===== config.mk =====
export PLATFORM = sky130hd
export DESIGN_NAME = hi_lo_muldiv
export DESIGN_NICKNAME = d
export VERILOG_FILES = /design/src/rtl/hi_lo_muldiv.sv
export SDC_FILE = /design/constraint.sdc
export NUM_CORES = 1
export LEC_CHECK = 0
export BUFFER_PORTS_ARGS = -buffer_cell sky130_fd_sc_hd__buf_2
export CORE_MARGIN = 2
export CORE_UTILIZATION = 60
export CTS_BUF_LIST = sky130_fd_sc_hd__clkbuf_2
export CTS_CLUSTER_SIZE = 8
export DETAILED_ROUTE_END_ITERATION = 8
export PLACE_DENSITY = 0.82
export SLEW_MARGIN = 15
export SYNTH_ARGS = -nofsm -noshare
export SYNTH_HDL_FRONTEND = slang
export SYNTH_SLANG_ARGS = --single-unit

===== constraint.sdc =====
create_clock -name CLK -period 3.94 [get_ports CLK]
set_input_delay 0.788 -clock CLK [delete_from_list [all_inputs] [get_ports CLK]]
set_output_delay 0.788 -clock CLK [all_outputs]
set_load 0.01 [all_outputs]

===== src/rtl/hi_lo_muldiv.sv =====
// hi_lo_muldiv: iterative mult/div unit holding the architectural HI/LO pair
module hi_lo_muldiv #(
  parameter int WIDTH = 32
) (
  input  logic             CLK,
  input  logic             reset,
  input  logic             start,
  input  logic [1:0]       op,
  input  logic [WIDTH-1:0] rs,
  input  logic [WIDTH-1:0] rt,
  input  logic             mthi,
  input  logic             mtlo,
  input  logic [1:0]       move,
  output logic [WIDTH-1:0] moveOut,
  output logic             busy,
  output logic             done,
  output logic             stall,
  output logic [WIDTH-1:0] hi,
  output logic [WIDTH-1:0] lo
);
  localparam int CW = $clog2(WIDTH) + 1;
  typedef enum logic [1:0] {IDLE, CALC, FIX} state_t;
  state_t state, state_nx;
  logic [CW-1:0] cnt;
  logic [1:0] op_q;
  logic [WIDTH-1:0] b;
  logic [2*WIDTH-1:0] acc, acc_nx, prod;
  logic neg_p, neg_r;
  logic sgn, dz;
  logic [WIDTH-1:0] rs_mag, rt_mag;
  logic [WIDTH:0] add_sum, trial;
  assign sgn = ~op[0];
  assign dz = op[1] & (rt == '0);
  // a zero divisor keeps the raw dividend: the restoring loop then yields rem = rs and quotient = all ones
  assign rs_mag = (sgn & rs[WIDTH-1] & ~dz) ? -rs : rs;
  assign rt_mag = (sgn & rt[WIDTH-1]) ? -rt : rt;
  assign add_sum = {1'b0, acc[2*WIDTH-1:WIDTH]} + (acc[0] ? {1'b0, b} : '0);
  assign trial = acc[2*WIDTH-1:WIDTH-1] - {1'b0, b};
  assign acc_nx = op_q[1] ? (trial[WIDTH] ? {acc[2*WIDTH-2:0], 1'b0} : {trial[WIDTH-1:0], acc[WIDTH-2:0], 1'b1})
                          : {add_sum, acc[WIDTH-1:1]};
  assign prod = neg_p ? -acc : acc;
  assign busy = state != IDLE;
  assign stall = busy & (start | mthi | mtlo | move == 2'b01 | move == 2'b10);
  assign moveOut = move == 2'b01 ? hi : move == 2'b10 ? lo : '0;
  // state register
  always_ff @(posedge CLK or negedge reset)
    if (!reset) state <= IDLE;
    else state <= state_nx;
  // next state: IDLE -> CALC on start, CALC -> FIX after WIDTH iterations, FIX -> IDLE
  always_comb begin
    state_nx = state;
    state_nx = state == IDLE ? (start ? CALC : IDLE)
             : state == CALC ? (cnt == CW'(WIDTH - 1) ? FIX : CALC)
             : IDLE;
  end
  // operand capture, one iteration per CALC cycle, sign fix-up and HI/LO write in FIX
  always_ff @(posedge CLK or negedge reset)
    if (!reset) begin
      cnt <= '0;
      op_q <= '0;
      b <= '0;
      acc <= '0;
      neg_p <= 1'b0;
      neg_r <= 1'b0;
      hi <= '0;
      lo <= '0;
      done <= 1'b0;
    end else begin
      done <= state == FIX;
      if (state == IDLE && start) begin
        op_q <= op;
        b <= rt_mag;
        acc <= {{WIDTH{1'b0}}, rs_mag};
        neg_p <= sgn & (rs[WIDTH-1] ^ rt[WIDTH-1]) & ~dz;
        neg_r <= sgn & rs[WIDTH-1] & ~dz;
        cnt <= '0;
      end else if (state == IDLE) begin
        if (mthi) hi <= rs;
        if (mtlo) lo <= rs;
      end
      if (state == CALC) begin
        acc <= acc_nx;
        cnt <= cnt + 1'b1;
      end
      if (state == FIX && !op_q[1]) {hi, lo} <= prod;
      if (state == FIX && op_q[1]) begin
        lo <= neg_p ? -acc[WIDTH-1:0] : acc[WIDTH-1:0];
        hi <= neg_r ? -acc[2*WIDTH-1:WIDTH] : acc[2*WIDTH-1:WIDTH];
      end
    end
endmodule


==> flow_metrics.py <==
metrics = {
    "logic_synthesis": {
        "synth-simple-area-share_pct": 18.8,
        "synth_top_family_by_area": "compound AO/OA/AOI/OAI gates",
        "ys_ff_latch": 172,
        "yosys-mux-area-fraction_pct": 2.99,
        "synth_area_leaders": "dfrtp_1 29%, o21ai_0 6.6%, ha_1 5.9%, nor2_1 5.8%, xor2_1 5.8%",
        "ys_top_cells_by_count": "228 x nor2_1, 195 x o21ai_0, 180 x nand2_1",
        "netlist.top_cell.by_area": "dfrtp_1",
        "async_reset_ff_share_pct": 100,
        "yosysSeqAreaShare_pct": 29.2,
        "synth-xor-area-share_pct": 10.1,
        "syn_area_um2": 14800,
        "synth_fa_ha_area_share_pct": 6.12,
        "ys_warn_count": 0,
        "yosys.cell_types.count": 76,
        "avgSynthCellArea_um2": 7.78,
        "synth_compound_area_share_pct": 27.9,
        "synth_edf_count": 0,
        "synth_fp_nets": 2041,
        "post-synth-top-count-cell": "nor2_1",
        "synth_cells": 1897,
        "yosysTopAreaCellShare_pct": 29.2,
        "synthFlopType": "dfrtp_1",
    },
    "routing": {
        "dr.pass1.iters": 6,
        "wl_per_cell_um": 19.8,
        "vias": 14900,
        "drc": 0,
        "drtIter0Drc": 1358,
        "wl_mm": 46.5,
        "vias_per_cell": 6.35,
        "postRouteAntennaNets": 0,
    },
    "worst_setup_path": {
        "criticalPathCategory": "flop to flop",
        "arrival_ns": 4.47,
        "cp_max_fo": 36,
        "r2r_end": "acc[36]$_DFFE_PN0P_",
        "r2r.worst_path.cells": 14,
        "crit_end": "acc[36]$_DFFE_PN0P_",
        "timing.rr.start": "b[0]$_DFFE_PN0P_",
        "critPathCaptureType": "flop",
        "critPathRequiredTime_ns": 4.69,
        "r2r_setup_slack_ns": 0.22,
        "startpoint_type": "flop",
        "startpoint": "b[0]$_DFFE_PN0P_",
    },
    "placed_design": {
        "dpl_cell_area_um2": 16000,
        "dp.cells": 2311,
        "port_buffers": 171,
        "dp_hpwl_mm": 35.2,
        "gp_congestion": 0.966,
        "dp_slack_ns": 0.103,
    },
    "global_routing": {
        "grt_pass1_vias": 13900,
        "grt_antenna_before_repair": 1,
        "gr-total-overflow": 0,
        "grt_max_degree": 105,
        "grt_pass1_wl_mm": 73.2,
        "track_usage_pct": 35.5,
    },
    "timing": {
        "tightest_slew_ns": 1.09,
        "finClkSkew_ns": 0.0673,
        "finalSetupViolations": 0,
        "slew_viol_final": 0,
        "holdWs_ns": 0.198,
        "rsz0062_at_grt": "no",
        "tns_ns": 0,
        "setup_slack_ns": 0.218,
        "period_share_pct": 94.5,
        "final.min_clock_period_ns": 3.72,
        "timing.fmax_mhz": 269,
        "slew-limit-headroom_pct": 27.6,
        "hold_violations": 0,
    },
    "final_layout": {
        "finalInstanceArea_um2": 16300,
        "fillers": 2086,
        "fin_util_pct": 67.2,
        "fin_nets": 2151,
        "area_delta_synth_final_pct": 10.4,
        "layout-drive-gt1-share_pct": 14.1,
        "finalNonFillerCells": 2345,
    },
    "clock_tree": {
        "htreeDepth": 4,
        "clockBufferDepth": 2,
        "postCtsSetupBuffers": 0,
        "cts-root-buf": "clkbuf_2",
        "cts_tree": "built",
        "numCtsBuffers": 17,
        "cts_num_sinks": 172,
        "insertion_delay_ns": 0.85,
        "clk_pin_slew_ns": 0.34,
    },
    "power_and_ir_drop": {
        "finalPower_mw": 13.3,
        "p_leak_nw": 7.39,
        "peakVddDrop_mv": 0.482,
        "cellPowerDensity_nw_per_um2": 816,
    },
    "floorplanning": {
        "die_y_um": 161,
        "dieArea_um2": 25900,
        "io_pins": 172,
        "placementRows": 57,
        "initial_core_util_pct": 60.9,
        "die_w_um": 161,
        "coreArea_um2": 24200,
    },
    "flow_run": {
        "maxCapViolations": 0,
    },
    "run_status": {
        "status": "complete, no violations",
    },
    "worst_hold_path": {
        "hold_class": "input pin to flop",
    },
}
## metal layers
metal,GRT usage [%],vias up,routed length (µm)
met3,5.19,148,3920
met4,17.9,0,2380
li1,-,7045,-
met2,59.2,758,21700
met1,45.3,6935,18500
met5,0,-,0
## layout make-up
type	instances	area, µm²	area share (%)
Multi-Input combinational cell	1537	9790	60.1
Timing Repair Buffer	216	1250	7.69
Antenna cell	1	2.50	0.0154
Tap cell	324	405	2.49
Inverter	63	236	1.45
Clock inverter	15	215	1.32
Sequential cell	172	4310	26.4
Clock buffer	17	85.1	0.522
## power by group
| group | leakage [nW] | switching, mW | total [mW] | internal (mW) |
|---|---|---|---|---|
| registers | 2.11 | 1.01 | 3.43 | 2.42 |
| logic | 5.12 | 5.05 | 8.74 | 3.70 |
| clock network | 0.168 | 0.825 | 1.12 | 0.291 |
## worst min path at each step
stage	start	endpoint	slack, ns	cells past startpoint
6_report	rt[0]	b[0]$_DFFE_PN0P_	0.20	3
3_3_place_gp	cnt[5]$_DFFE_PN0P_	cnt[5]$_DFFE_PN0P_	0.46	1
3_5_place_dp	b[27]$_DFFE_PN0P_	b[27]$_DFFE_PN0P_	0.47	2
2_1_floorplan	cnt[5]$_DFFE_PN0P_	cnt[5]$_DFFE_PN0P_	0.44	1
4_1_cts	rt[0]	b[0]$_DFFE_PN0P_	0.19	3
5_1_grt	rt[9]	b[9]$_DFFE_PN0P_	0.15	3
## placed cells by master (no fill, tap or decap), types with 45 or more instances in the layout
cell     netlist  final
nor2_1       228    227
dfrtp_1      172    170
a21oi_1      139    139
inv_1         62     62
nand2_1      180    179
xor2_1        97     97
o21ai_0      195    194
ha_1          69     69
xnor2_1       74     74
buf_2          6    170
o31ai_1       45     45
## state kept, by name (all words and copies together) (netlist names)
| register | count |
|---|---|
| hi | 32 |
| neg_r | 1 |
| done | 1 |
| acc | 64 |
| cnt | 6 |
| neg_p | 1 |
| op_q | 1 |
| state | 2 |
| lo | 32 |
| b | 32 |
## critical path, stage by stage (launching register included)
cell and delay, ns:
dfrtp_2 0.52, ha_1 0.26, fa_1 0.42, nand2b_1 0.19, a21o_1 0.21, a21oi_1 0.33, o211ai_1 0.25, and4b_1 0.25
nor4_2 0.23, buf_4 0.21, buf_12 0.21, mux2i_1 0.24, nor2_1 0.06, a21oi_1 0.13, o21ai_0 0.11
## timing repair
item / CTS / global route
hold buffers: 1 / 0
hold endpoints to repair: 16 / 0
endpoints found under the setup margin: 0 / 4
gates resized for setup: 0 / 3
## logic make-up after synthesis
group / after synthesis
xor gates and xnor gates: 171
buffers and inverters: 188
AOI/OAI and AO/OA: 649
adders and majority gates: 71
muxes: 44
and+or+nand+nor: 602
DFF: 172
(Power assumes the default switching activity.)
